==> src/rtl/nand_program_pins.sv <==
// nand_program_pins: registered NAND pin driver, progress counters and host data FIFO for the program FSM.
// Optional build macro PRGM_CHECKSUM_EN adds a running 16-bit sum of popped program bytes.
module nand_program_pins #(
  parameter int PACKET_LENGTH = 1024,
  parameter int ADDR_CYCLES   = 5,
  parameter int FIFO_DEPTH    = 16
) (
  input  logic        clock,
  input  logic        reset,
  input  logic        start_program,
  input  logic        cmd_prgm,
  input  logic        cmd_prgm_2,
  input  logic        cmd_rd_st,
  input  logic        cmd_write,
  input  logic        add_latch,
  input  logic        add_write_en,
  input  logic        prgm_data_latch,
  input  logic        prgm_data_en,
  input  logic [39:0] addr_in,
  input  logic        addr_load,
  input  logic [7:0]  wr_data,
  input  logic        wr_valid,
  output logic        wr_ready,
  output logic        cle,
  output logic        ale,
  output logic        we_n,
  output logic        ce_n,
  output logic [7:0]  dq_out,
  output logic        dq_oe,
  output logic [1:0]  cmd_cnt,
  output logic [2:0]  counter_add,
  output logic [10:0] packet_count,
  output logic        underflow,
  output logic [15:0] prgm_checksum
);

  localparam int                PTR_W     = $clog2(FIFO_DEPTH);
  localparam logic [2:0]        ADDR_MAX  = 3'(ADDR_CYCLES);
  localparam logic [10:0]       PKT_MAX   = 11'(PACKET_LENGTH);
  localparam logic [PTR_W:0]    FIFO_FULL = (PTR_W + 1)'(FIFO_DEPTH);
  localparam logic [7:0]        OP_PRGM   = 8'h80;
  localparam logic [7:0]        OP_PRGM_2 = 8'h10;
  localparam logic [7:0]        OP_RD_ST  = 8'h70;

  typedef enum logic [2:0] {
    ACT_IDLE,
    ACT_OPCODE,
    ACT_CMD_WR,
    ACT_ADDR_LATCH,
    ACT_ADDR_WR,
    ACT_DATA_LATCH,
    ACT_DATA_WR
  } action_e;

  action_e          action;
  logic [7:0]       op_sel;
  logic [7:0]       opcode;
  logic [39:0]      addr_sh;
  logic [7:0]       addr_byte;
  logic             addr_done;

  logic [7:0]       fifo_mem [FIFO_DEPTH];
  logic [PTR_W-1:0] rd_ptr;
  logic [PTR_W-1:0] wr_ptr;
  logic [PTR_W:0]   fifo_count;
  logic             fifo_empty;
  logic             fifo_full;
  logic             push;
  logic             pop;
  logic [7:0]       fifo_head;

  // One winning action per cycle; start_program suppresses every strobe.
  always_comb begin
    // NOTE: every output of this block gets a default first, so no path can infer a latch.
    action = ACT_IDLE;
    op_sel = OP_RD_ST;
    if (start_program) begin
      action = ACT_IDLE;
    end else if (cmd_prgm | cmd_prgm_2 | cmd_rd_st) begin
      action = ACT_OPCODE;
      if (cmd_prgm)        op_sel = OP_PRGM;
      else if (cmd_prgm_2) op_sel = OP_PRGM_2;
    end else if (cmd_write) begin
      action = ACT_CMD_WR;
    end else if (add_write_en) begin
      action = ACT_ADDR_WR;
    end else if (add_latch) begin
      action = ACT_ADDR_LATCH;
    end else if (prgm_data_en) begin
      action = ACT_DATA_WR;
    end else if (prgm_data_latch) begin
      action = ACT_DATA_LATCH;
    end
  end

  assign fifo_empty = (fifo_count == '0);
  assign fifo_full  = (fifo_count == FIFO_FULL);
  assign wr_ready   = ~fifo_full;
  assign push       = wr_valid & ~fifo_full;
  assign pop        = (action == ACT_DATA_WR) & ~fifo_empty;
  // An empty FIFO presents 0xFF so the bus never carries stale storage.
  assign fifo_head  = fifo_empty ? 8'hFF : fifo_mem[rd_ptr];

  assign addr_done  = (counter_add >= ADDR_MAX);
  assign addr_byte  = addr_done ? 8'h00 : addr_sh[7:0];

  // NOTE: the storage array is deliberately not reset; pointers and occupancy define its contents.
  always_ff @(posedge clock) begin
    if (push) fifo_mem[wr_ptr] <= wr_data;
  end

  always_ff @(posedge clock) begin
    if (reset) begin
      rd_ptr     <= '0;
      wr_ptr     <= '0;
      fifo_count <= '0;
    end else begin
      if (push) wr_ptr <= wr_ptr + 1'b1;
      if (pop)  rd_ptr <= rd_ptr + 1'b1;
      case ({push, pop})
        2'b10:   fifo_count <= fifo_count + 1'b1;
        2'b01:   fifo_count <= fifo_count - 1'b1;
        default: ;
      endcase
    end
  end

  // Address shifter: a load wins over a same-cycle shift.
  always_ff @(posedge clock) begin
    if (reset) begin
      addr_sh <= '0;
    end else if (addr_load) begin
      addr_sh <= addr_in;
    end else if (action == ACT_ADDR_WR && !addr_done) begin
      addr_sh <= {8'h00, addr_sh[39:8]};
    end
  end

  always_ff @(posedge clock) begin
    if (reset) begin
      opcode <= 8'h00;
    end else if (action == ACT_OPCODE) begin
      opcode <= op_sel;
    end
  end

  always_ff @(posedge clock) begin
    // NOTE: sequential state uses non-blocking assignments so every register samples pre-edge values.
    if (reset) begin
      cle    <= 1'b0;
      ale    <= 1'b0;
      we_n   <= 1'b1;
      dq_oe  <= 1'b0;
      dq_out <= 8'h00;
    end else begin
      cle   <= 1'b0;
      ale   <= 1'b0;
      we_n  <= 1'b1;
      dq_oe <= 1'b0;
      case (action)
        ACT_OPCODE:     begin cle <= 1'b1; dq_oe <= 1'b1; dq_out <= op_sel; end
        ACT_CMD_WR:     begin cle <= 1'b1; we_n <= 1'b0; dq_oe <= 1'b1; dq_out <= opcode; end
        ACT_ADDR_LATCH: begin ale <= 1'b1; dq_oe <= 1'b1; dq_out <= addr_byte; end
        ACT_ADDR_WR:    begin ale <= 1'b1; we_n <= 1'b0; dq_oe <= 1'b1; dq_out <= addr_byte; end
        ACT_DATA_LATCH: begin dq_oe <= 1'b1; dq_out <= fifo_head; end
        ACT_DATA_WR:    begin we_n <= 1'b0; dq_oe <= 1'b1; dq_out <= fifo_head; end
        default:        ;
      endcase
    end
  end

  // Session state: chip enable and the progress counters the FSM consumes.
  always_ff @(posedge clock) begin
    if (reset) begin
      ce_n         <= 1'b1;
      cmd_cnt      <= 2'd0;
      counter_add  <= 3'd0;
      packet_count <= 11'd0;
      underflow    <= 1'b0;
    end else if (start_program) begin
      ce_n         <= 1'b0;
      cmd_cnt      <= 2'd0;
      counter_add  <= 3'd0;
      packet_count <= 11'd0;
      underflow    <= 1'b0;
    end else begin
      if (action == ACT_CMD_WR) begin
        if (cmd_cnt == 2'd3) ce_n <= 1'b1;
        else                 cmd_cnt <= cmd_cnt + 1'b1;
      end
      if (action == ACT_ADDR_WR && !addr_done) counter_add <= counter_add + 1'b1;
      if (pop && packet_count < PKT_MAX)       packet_count <= packet_count + 1'b1;
      if (action == ACT_DATA_WR && fifo_empty) underflow <= 1'b1;
    end
  end

`ifdef PRGM_CHECKSUM_EN
  logic [15:0] checksum_q;

  always_ff @(posedge clock) begin
    if (reset || start_program) begin
      checksum_q <= 16'h0000;
    end else if (pop) begin
      checksum_q <= checksum_q + {8'h00, fifo_head};
    end
  end

  assign prgm_checksum = checksum_q;
`else
  assign prgm_checksum = 16'h0000;
`endif

endmodule

==> config.mk <==
export PLATFORM = sky130hd
export DESIGN_NAME = nand_program_pins
export DESIGN_NICKNAME = d
export VERILOG_FILES = /design/src/rtl/nand_program_pins.sv
export SDC_FILE = /design/constraint.sdc
export NUM_CORES = 1
export LEC_CHECK = 0
export ABC_AREA = 1
export CORE_MARGIN = 3
export CORE_UTILIZATION = 30
export DETAILED_ROUTE_END_ITERATION = 8
export GPL_TIMING_DRIVEN = 0
export PLACE_DENSITY = 0.6
export SLEW_MARGIN = 20
export SYNTH_ARGS = -nofsm -noshare
export SYNTH_HDL_FRONTEND = slang
export SYNTH_SLANG_ARGS = --single-unit
==> constraint.sdc <==
create_clock -name clock -period 5.2 [get_ports clock]
set_clock_uncertainty 0.2 [all_clocks]
set_input_delay 1.04 -clock clock [delete_from_list [all_inputs] [get_ports clock]]
set_output_delay 1.04 -clock clock [all_outputs]
set_load 0.005 [all_outputs]
Word-level counts from Yosys, hierarchy flattened
Memories as Yosys holds them, arrays and structs flattened. A register that Yosys moved wholly into a read port is not among the register bits.
Index checks and enable logic that the tools add are counted.
Widths: inputs -> output; s select.
{ "word_totals": {"reg_bits": 91, "out_inout_bits": 47, "memories": 1, "input_bits": 61, "ram_bits": 128} }
{ "op_classes": {"add_sub_neg": 7, "reduce_logical": 18, "bitwise_logic": 7, "n_eq_ne": 10, "n_mux": 28, "n_lt_le_gt_ge": 2} }
{ "mem_list": {"columns": ["name", "words", "word_bits", "rd", "rd_ports_with_merged_regs", "wr", "line_no", "source"], "rows": [
  ["fifo_mem", 16, 8, 1, 1, 1, "62", "logic [7:0] fifo_mem [FIFO_DEPTH];"]
]} }
{ "op_table": {"columns": ["operator", "n"], "rows": [
  ["$mux 40", 2],
  ["$mux 8", 5],
  ["$pmux 8 s4", 1],
  ["$mux 3", 7],
  ["$add 11x1->11 const B", 1],
  ["$lt 11x11->1 const B", 1],
  ["$pmux 5 s2", 1],
  ["$eq 3x3->1 const B", 3],
  ["$mux 1", 9],
  ["$add 4x1->4 const B", 2],
  ["$mux 4", 2],
  ["$reduce_bool 2->1", 4],
  ["$reduce_or 2->1", 4],
  ["$mux 7", 1],
  ["$eq 3x2->1 const B", 2],
  ["$reduce_or 6->1", 1],
  ["$add 5x1->5 const B", 1],
  ["$eq 5x5->1 const B", 1],
  ["$logic_not 5->1", 1],
  ["$sub 5x1->5 const B", 1],
  ["$eq 2x2->1 const B", 2],
  ["$reduce_and 2->1", 2],
  ["$reduce_bool 4->1", 1],
  ["$add 3x1->3 const B", 1],
  ["10 further kinds", 16]
]} }

Logic depth before layout (Yosys ltp)
Gate-level depths: netlist of run 1.
{ "logic_depth": {"word_depth": 11, "ltp_mapped": 16, "depth_no_buf": 16} }

Worst setup path before layout of run 1
OpenSTA, ideal clock, no wires.
{ "synth_timing": {"kind": "input -> register", "startpoint": "in cmd_prgm_2", "endpoint": "reg fifo_count[4]", "t_arrival_ns": 2.975, "path_slack_ns": 1.903, "setup_ns": 0.122, "path_stages": 14, "n_path_buf": 0, "required_ns": 4.878, "cell_sequence": "nor2_4 nand3_2 a21oi_4 nand2_4 nor3_4 ha_1 xor2_1 ha_1 a21oi_1 nor2_1 a21oi_1 o21ai_0 o21ai_0 a21oi_1"} }
{ "synth_between": {"elab_chain_cells": 8, "word_cells_on_any_way": 10} }
{ "synth_lines": {"columns": ["item", "line_no", "source"], "rows": [
  ["from (decl)", "12", "input logic cmd_prgm_2,"],
  ["$or 1x1->1 (*) (2 in series)", "79", "end else if (cmd_prgm | cmd_prgm_2 | cmd_rd_st) begin"],
  ["$mux 3 (*)", "79", null],
  ["$mux 3 (*)", "77", "if (start_program) begin"],
  ["$eq 3x3->1 (*)", "100", "assign pop = (action == ACT_DATA_WR) & ~fifo_empty;"],
  ["$and 1x1->1 (*)", "100", null],
  ["$eq 2x1->1 or $eq 2x2->1 (tied branches)", "120", "case ({push, pop})"],
  ["$pmux 5 s2 or $reduce_bool 2->1 (tied branches)", null, null],
  ["to (signal assigned)", "121", "2'b10: fifo_count <= fifo_count + 1'b1;"],
  ["to (signal assigned)", "122", "2'b01: fifo_count <= fifo_count - 1'b1;"],
  ["to (decl)", "65", "logic [PTR_W:0] fifo_count;"]
]} }
Mark *: on every way between the ends. The rest lies on a longest branch, timed or not.
A chain may end at the register's enable or synchronous reset.

Worst setup path after layout of run 1
{ "layout_timing": {"startpoint": "in start_program", "endpoint": "reg fifo_count[4]"} }
{ "layout_between": {"elab_chain_cells": 5, "word_cells_on_any_way": 7} }
{ "layout_lines": {"columns": ["item", "line_no", "source"], "rows": [
  ["from (decl)", "10", "input logic start_program,"],
  ["$mux 3 (*)", "77", null],
  ["$eq 3x3->1 (*)", "100", null],
  ["$and 1x1->1 (*)", "100", null],
  ["$eq 2x1->1 or $eq 2x2->1 (tied branches)", "120", null],
  ["$pmux 5 s2 or $reduce_bool 2->1 (tied branches)", null, null]
]} }
Marks and branches as above.

==> metrics.txt, run 1 <==
Reg2Reg Setup Slack 2330 ps; Routed WL between 20000 and 30000 microns; R2R cell count 13; Resize count post-CTS 0; Initial Util around 30%; die height approximately 190 microns; io pins 108; TritonCTS clock tree yes; antenna cells 0; post-route cell area roughly 0.012 sq mm; CP endpoint kind flip-flop; Slew HR 34.9%; Bufs on Longest Clock Path 3; FF-to-FF End fifo_count[4]; worst min path class reg -> reg; Tcrit/Tclk final around 72%; status completed; RSZ-0062 raised after global routing false; CTS buffer count 23; Syn Inst Count approximately 1000; CTS root buf clkbuf_16; die outline area 0.0343 sq mm; Vias 7490; crit path DAT 3960 ps; syn_area_per_cell 9.26 sq um; most frequent cells in the layout nand2_1, nor2_1, edfxtp_1, nand3_1; # port buffers 90; sequential-to-total area share from yosys stat about 59%; Startpoint Class input port; antenna-violating nets left 0; Reg clk slew, reported paths ~60 ps; WL/cell roughly 16 microns; initial antenna violation count 0; Pre-antenna DRT Iters 5; Clk Latency, worst-skew pair 520 ps; Synth Register Bits 218; Hold Buf Count CTS 0; initial DRC count 605; final setup vio count 0; GR Overflow Total 0; P&R area growth vs syn 22.7%; Die Wd 185 microns; FMAX 266 MHz; max_cap viols 0; max-slew violation count 0; fin nets 1244; critical path required time about 5400 ps; launching point of the worst reg2reg path fifo_count[0]; Total Routing Usage GR 14.6%; H-tree levels 1; synth unique cells 38; PwrDens 314 mW/mm^2; Crit Path Max Fanout 8; mapped cell area 0.00964 sq mm; Setup TNS Final 0 ps; Clock Sinks 218; vias in the first global route 7348; crit path kind in -> reg; crit path capture fifo_count[4]; DP HPWL 18200 microns; most common cell after layout, fill and taps aside nand2_1; static leakage 4.43 nW; row count 65; largest net degree at the start of global routing 17; GPL Wtd Cong 0.832; post-layout minimum cycle time 3760 ps; Remaining DRCs 0; Vias/cell 4.71; Core Area 0.0316 sq mm; CP Launch Point start_program; transition time of the tightest slew-check pin around 1000 ps; layout cell share with drive strength beyond 1 8.00%; Final Hold Viols 0; postcts setup bufs 0; peak supply drop 0.217 mV; Placed Area 0.0111 sq mm; first-pass GRT wire length roughly 40000 microns; synth warn 0
## cells by family after synthesis
family                     synth area share [%]
buffers and inverters                      7.13
other                                    0.0389
and+or+nand+nor                            20.0
adders and majority gates                  1.56
AOI/OAI and AO/OA                          11.6
xor gates and xnor gates                   1.09
DFF                                        58.6
## per-stage QoR
stage | instances | power, mW | hold slack [ps] | util, % | setup WS (ps)
floorplan | 1056 | 2.04 | 234 | - | 1900
global placement | 1548 | 2.16 | 249 | 35.1 | 936
detailed placement | 1548 | 2.17 | 252 | 35.1 | 936
CTS | 1590 | 3.75 | 263 | 37.4 | 1440
global route | 1590 | 3.86 | 284 | 37.4 | 1150
finish | 1590 | 3.71 | 261 | 37.4 | 1440
## sequential cells by signal (all words and copies together) (netlist names), named ones only
name,flops
fifo_count,5
underflow,1
opcode,3
fifo_mem,128
cmd_cnt,2
addr_sh,40
dq_oe,1
we_n,1
wr_ptr,4
packet_count,11
ale,1
rd_ptr,4
ce_n,1
dq_out,8
counter_add,3
cle,1
## final cells by class
cell class                      instances  area, sq um
Timing Repair Buffer                   90          901
Fill cell                            3153        19800
Inverter                               89          334
Multi-Input combinational cell        681         3360
Tap cell                              402          503
Clock inverter                          5         30.0
Buffer                                 68          353
Clock buffer                           37          698
Sequential cell                       218         5650
## routing by layer
metal | part of all wire, % | GRT usage (%) | vias up
met5 | 0 | 0 | -
met4 | 2.0 | 3.42 | 0
met3 | 6.6 | 2.73 | 41
met2 | 47 | 24.2 | 234
met1 | 45 | 20.0 | 3462
li1 | - | - | 3753
## how the worst min path moves through the flow
stage                    from   endpoint  slack [ps]  cells past startpoint
floorplan           rd_ptr[3]  flip-flop         230                      2
global placement    opcode[7]  opcode[7]         250                      2
detailed placement  rd_ptr[3]  flip-flop         250                      2
CTS                 opcode[7]  opcode[7]         260                      2
global route        opcode[7]  opcode[7]         280                      2
finish              opcode[7]  opcode[7]         260                      2
## Yosys cell counts, drive strengths merged
master,count,area (sq um)
inv,89,334
o21bai,1,11.3
nand3,95,493
and3,1,6.26
o221a,1,11.3
a31o,8,70.1
nand4,6,37.5
xnor2,5,43.8
ha,12,150
dfxtp,90,1800
nor2,162,636
buf,41,251
nand2,178,688
o211ai,37,278
xor2,7,61.3
o21ai,78,390
nand3b,3,22.5
conb,1,3.75
a31oi,4,25.0
o31ai,1,21.3
edfxtp,128,3840
a21oi,59,310
clkbuf,27,101
nor3,7,46.3
## power by group
part / total (mW) / switching (mW) / internal [mW]
Clock: 1.59 / 0.669 / 0.918
Sequential: 1.88 / 0.0185 / 1.87
Combinational: 0.243 / 0.141 / 0.102
## worst max-delay path: stages
cell and delay [ps]:
clkdlybuf4s50_1 560, inv_2 170, nand3_2 130, inv_2 110, nand3_4 110, nor3_4 420
ha_1 340, xor2_1 120, ha_1 200, a21oi_1 200, nor2_1 100, a21oi_1 110
o21ai_0 110, o21ai_0 170, a21oi_1 50
No activity file was read; power rests on OpenSTA's default activity.
==> run 2, diff against run 1 <==
==> constraint.sdc (replaced) <==
create_clock -name clock -period 3.6 [get_ports clock]
set_clock_uncertainty 0.2 [all_clocks]
set_input_delay 0.72 -clock clock [delete_from_list [all_inputs] [get_ports clock]]
set_output_delay 0.72 -clock clock [all_outputs]
set_load 0.005 [all_outputs]
==> run 2 against run 1 <==
  * Wire length rose by 0.16%
  * Final cell count rose by 0.19%
  * Core utilization rose by 0.079 points
  * Highest routed layer unchanged
  * Register-to-register slack got worse by 1500 ps
  * Sequential share of layout area fell by 0.10 points
  * Clock power rose by 44%
==> metrics.txt, run 2 (synthesis gave the netlist of run 1 again) <==
status completed; Total Routing Usage GR 14.6% (unchanged); H-tree levels 1 (unchanged); RSZ-0062 raised after global routing false; Vias/cell 4.73 (+0.37%); P&R area growth vs syn 23.0%; # port buffers 90 (unchanged); Final Hold Viols 0 (unchanged); most frequent cells in the layout nand2_1, nor2_1, edfxtp_1, nand3_1; Sw Share 22.3% (-0.023 points); biggest regs fifo_mem x128, addr_sh x40, packet_count x11; DP HPWL 18200 microns (unchanged); initial DRC count 620 (+2.5%); initial antenna violation count 0 (unchanged); Largest register FFs 128 (unchanged); first-pass GRT wire length 39800 microns (unchanged); Bufs on Longest Clock Path 3 (unchanged); Pre-antenna DRT Iters 5 (unchanged); Top reg by flops fifo_mem; CTS buffer count 23 (unchanged); Final Non-Filler Cells 1593 (+0.19%); Slew HR 32.6% (-2.3 points); Die Wd 185 microns (unchanged); Startpoint Class input port; WL/cell 15.8 microns (about the same); antenna-violating nets left 0 (unchanged); CP endpoint kind flip-flop; WHS 261 ps (-0.904 ps); Internal 4.17 mW (+44%); final worst slack 252 ps (-1180 ps); post-layout minimum cycle time 3350 ps; GPL Wtd Cong 0.832 (unchanged); critical path required time 3800 ps (-1600 ps); crit path kind in -> reg; vias in the first global route 7348 (unchanged); fin nets 1247 (+0.24%); max-slew violation count 0 (unchanged); pre-CTS setup slack -344 ps (-1280 ps); io pins 108 (unchanged); largest net degree at the start of global routing 17 (unchanged); TritonCTS clock tree yes; GR Overflow Total 0 (unchanged); Core Area 0.0316 sq mm (unchanged); antenna cells 0 (unchanged); fillcell total 3156 (+0.095%); peak supply drop 0.313 mV (+44%); FMAX 299 MHz; Clock Sinks 218 (unchanged); Seq pwr share 50.8% (about the same); die outline area 0.0343 sq mm (unchanged); switching pwr 1.20 mW (+44%); Comb power frac 6.5% (about the same); Remaining DRCs 0 (unchanged); max_cap viols 0 (unchanged); PwrDens 453 mW/mm^2 (+44%); layout cell share with drive strength beyond 1 8.31% (+0.32 points); die height 185 microns (unchanged); post-route cell area 0.0119 sq mm (+0.21%); Placed Area 0.0111 sq mm (unchanged); final core utilization 37.5% (+0.079 points); Placed Cells 1548 (unchanged); Initial Util 30.5% (unchanged); static leakage 4.44 nW (+0.32%); row count 65 (unchanged); most common cell after layout, fill and taps aside nand2_1; final setup vio count 0 (unchanged); crit path DAT 3550 ps (-410 ps); Clock Power Share 42.7% (about the same); Tcrit/Tclk final between 90% and 100%; Routed WL 25100 microns (+0.16%); Clk Latency, worst-skew pair 520 ps (about the same); Reg clk slew, reported paths 60 ps (about the same); Vias 7532 (+0.56%); worst min path class reg -> reg; Hold Buf Count CTS 0 (unchanged); transition time of the tightest slew-check pin 1010 ps (+34.0 ps); CTS root buf clkbuf_16; Crit Path Max Fanout 6 (-2)
## run 2: cell count changes in the layout (fill, tap and decap cells not counted), sizes merged
cell and delta:
buf +3
## run 2: worst max-delay path, cell delays in order
cell,delay [ps]
clkdlybuf4s50_1,540
nor2_4,200
nand3_2,130
a21oi_4,180
nand2_4,100
nor3_4,330
ha_2,310
xor2_1,100
ha_1,190
a21oi_1,200
nor2_1,100
a21oi_1,110
o21ai_0,110
o21ai_0,170
a21oi_1,50
## run 2: area by class of cell
| cell class | count | area [sq um] | share of cell area (%) |
|---|---|---|---|
| tap | 402 | 503 | 4.24 |
| clock inverter | 5 | 30.0 | 0.253 |
| clock buffer | 37 | 698 | 5.89 |
| multi-input combinational | 681 | 3360 | 28.4 |
| buffer | 68 | 353 | 2.98 |
| inverter | 89 | 334 | 2.82 |
| timing repair buffer | 93 | 923 | 7.79 |
| sequential | 218 | 5650 | 47.6 |
## run 2: power groups by stage
| stage | combinational [mW] | sequential (mW) | clock (mW) |
|---|---|---|---|
| 2_1_floorplan | 0.184 | 2.77 | 0 |
| 3_3_place_gp | 0.350 | 2.77 | 0 |
| 3_5_place_dp | 0.353 | 2.78 | 0 |
| 4_1_cts | 0.354 | 2.72 | 2.33 |
| 5_1_grt | 0.396 | 2.73 | 2.46 |
| 6_report | 0.351 | 2.72 | 2.29 |
## run 2: what timing repair did
action | CTS | global route
buffers inserted | 0 | 3
gates resized for setup | 0 | 1
endpoints found under the setup margin | 0 | 1
## run 2: per-stage QoR
stage | setup TNS, ps | total power, mW
floorplan | 0 | 2.95
global placement | -589 | 3.12
detailed placement | -614 | 3.13
CTS | 0 | 5.41
global route | 0 | 5.58
finish | 0 | 5.36
## run 2: path summary, 6_finish.rpt
kind,cells past startpoint,start,slack [ps],endpoint
worst min-delay path,2,opcode[7],260,opcode[7]
worst max-delay path,15,cmd_prgm,250,fifo_count[4]
worst min register to register,2,opcode[7],260,opcode[7]
worst max register to register,13,fifo_count[0],830,fifo_count[4]
## run 2: metal layers
layer  routed length (microns)  part of all wire [%]  track usage [%]  vias up
met5                         0                     0                0        -
met1                     11200                    45             20.0     3493
met2                     11800                    47             24.2      240
li1                          -                     -                -     3758
met3                      1620                   6.4             2.73       41
met4                       516                   2.1             3.42        0
==> run 3, diff against run 2 <==
--- a/config.mk
+++ b/config.mk
@@ -6,6 +6,7 @@
 export NUM_CORES = 1
 export LEC_CHECK = 0
 export ABC_AREA = 1
+export CORE_ASPECT_RATIO = 0.9
 export CORE_MARGIN = 3
 export CORE_UTILIZATION = 30
 export DETAILED_ROUTE_END_ITERATION = 8
==> run 3 against run 2 <==
  * Wire length rose by 0.62%
  * Design area rose by 0.42%
  * Critical path depth did not move
==> metrics.txt, run 3 (synthesis gave the netlist of run 1 again) <==
status completed; CP endpoint kind flip-flop; die height 176 microns (-5.0%); total power 5.49 mW (+2.4%); GR Overflow Total 0 (unchanged); final setup vio count 0 (unchanged); Bufs on Longest Clock Path 3 (unchanged); H-tree levels 1 (unchanged); Routed WL 25300 microns (+0.62%); Startpoint Class input port; WHS 267 ps (+6.12 ps); crit path kind in -> reg; Largest register FFs 128 (unchanged); vias in the first global route 7180 (-2.3%); final core utilization 38.0% (+0.57 points); first-pass GRT wire length 39600 microns (-0.63%); Hold Buf Count CTS 0 (unchanged); critical path required time 3790 ps (about the same); antenna-violating nets left 0 (unchanged); Remaining DRCs 0 (unchanged); fillcell total 3184 (+0.89%); most frequent cells in the layout nand2_1, nor2_1, edfxtp_1, nand3_1; CTS root buf clkbuf_16; transition time of the tightest slew-check pin 957 ps (-49.5 ps); Total Routing Usage GR 14.4% (-0.25 points); Top reg by flops fifo_mem; CTS buffer count 24 (+4.3%); biggest regs fifo_mem x128, addr_sh x40, packet_count x11; Clk Latency, worst-skew pair 520 ps (about the same); initial antenna violation count 1 (+1); die outline area 0.0343 sq mm (about the same); Core Area 0.0313 sq mm (-1.1%); GPL Wtd Cong 0.848 (+2.0%); Vias/cell 4.70 (-0.65%); final worst slack 234 ps (-18.0 ps); row count 61 (-6.2%); antenna cells 0 (unchanged); # port buffers 90 (unchanged); Initial Util 30.8% (+0.33 points); layout cell share with drive strength beyond 1 8.38% (+0.070 points); Final Hold Viols 0 (unchanged); WL/cell 15.8 microns (about the same); Vias 7525 (-0.093%); FMAX 297 MHz (-0.54%); RSZ-0062 raised after global routing false; Tcrit/Tclk final 93.5% (+0.50 points); TritonCTS clock tree yes; static leakage 4.46 nW (+0.47%); io pins 108 (unchanged); worst min path class reg -> reg; peak supply drop 0.338 mV (+7.9%); most common cell after layout, fill and taps aside nand2_1; max-slew violation count 0 (unchanged); crit path DAT 3560 ps (about the same); largest net degree at the start of global routing 17 (unchanged); Pre-antenna DRT Iters 5 (unchanged); pre-CTS setup slack -358 ps (-13.3 ps); initial DRC count 511 (-18%); Reg clk slew, reported paths 60 ps (about the same); Die Wd 195 microns (+5.2%); fin nets 1248 (+0.080%); Clock Sinks 218 (unchanged); P&R area growth vs syn 23.5%; Crit Path Max Fanout 6 (unchanged); DP HPWL 18200 microns (-0.14%); post-layout minimum cycle time 3370 ps (+18.0 ps); max_cap viols 0 (unchanged); Slew HR 35.9% (+3.3 points); PwrDens 462 mW/mm^2 (+2.0%); Setup TNS Final 0 ps (unchanged)
-- run 3: cell count changes in the layout (fill, tap and decap cells not counted), sizes merged --
cell    delta
clkbuf     -6
clkinv     +5
bufinv     +2
inv        +1
-- run 3: layer usage --
metal | track usage (%) | wire, microns
met5 | 0 | 13
met3 | 2.61 | 1340
met2 | 23.0 | 11300
met1 | 20.8 | 12300
met4 | 2.55 | 333
-- run 3: final timing paths --
| path | startpoint | endpoint | slack (ps) | depth (start not counted) |
|---|---|---|---|---|
| setup / recovery | cmd_prgm | fifo_count[4] | 230 | 15 |
| hold / removal | rd_ptr[3] | rd_ptr[3] | 270 | 2 |
| setup reg to reg | fifo_count[0] | fifo_count[4] | 860 | 13 |
| hold reg to reg | rd_ptr[3] | rd_ptr[3] | 270 | 2 |
-- run 3: timing repair --
action,in CTS,in global routing
resized for setup,0,1
hold endpoints to repair,0,0
setup endpoints to repair,0,1
setup buffers,0,3
-- run 3: final cells by class --
type / count / area, sq um / share of cell area (%)
Tap cell: 409 / 512 / 4.30
Buffer: 68 / 353 / 2.96
Clock buffer: 31 / 648 / 5.45
Sequential cell: 218 / 5650 / 47.4
Clock inverter: 13 / 121 / 1.02
Inverter: 89 / 334 / 2.81
Timing Repair Buffer: 93 / 923 / 7.76
Multi-Input combinational cell: 681 / 3360 / 28.3
-- run 3: through the flow --
stage | cells | instance area (sq um)
finish | 1602 | 11900
global route | 1602 | 11900
CTS | 1599 | 11900
detailed placement | 1555 | 11100
global placement | 1555 | 11100
floorplan | 1056 | 9690
-- run 3: report_power, final --
| part | internal, mW | leakage, nW | switching, mW |
|---|---|---|---|
| logic | 0.147 | 2.19 | 0.206 |
| registers | 2.70 | 1.89 | 0.0264 |
| clock network | 1.42 | 0.377 | 0.998 |
-- run 3: critical path, cell delays in order --
cell and delay (ps):
clkdlybuf4s50_1 530, nor2_4 200, nand3_2 130, a21oi_4 180, nand2_4 100, nor3_4 320, ha_2 310, xor2_1 100
ha_1 180, a21oi_1 220, nor2_1 100, a21oi_1 130, o21ai_0 120, o21ai_0 170, a21oi_1 50
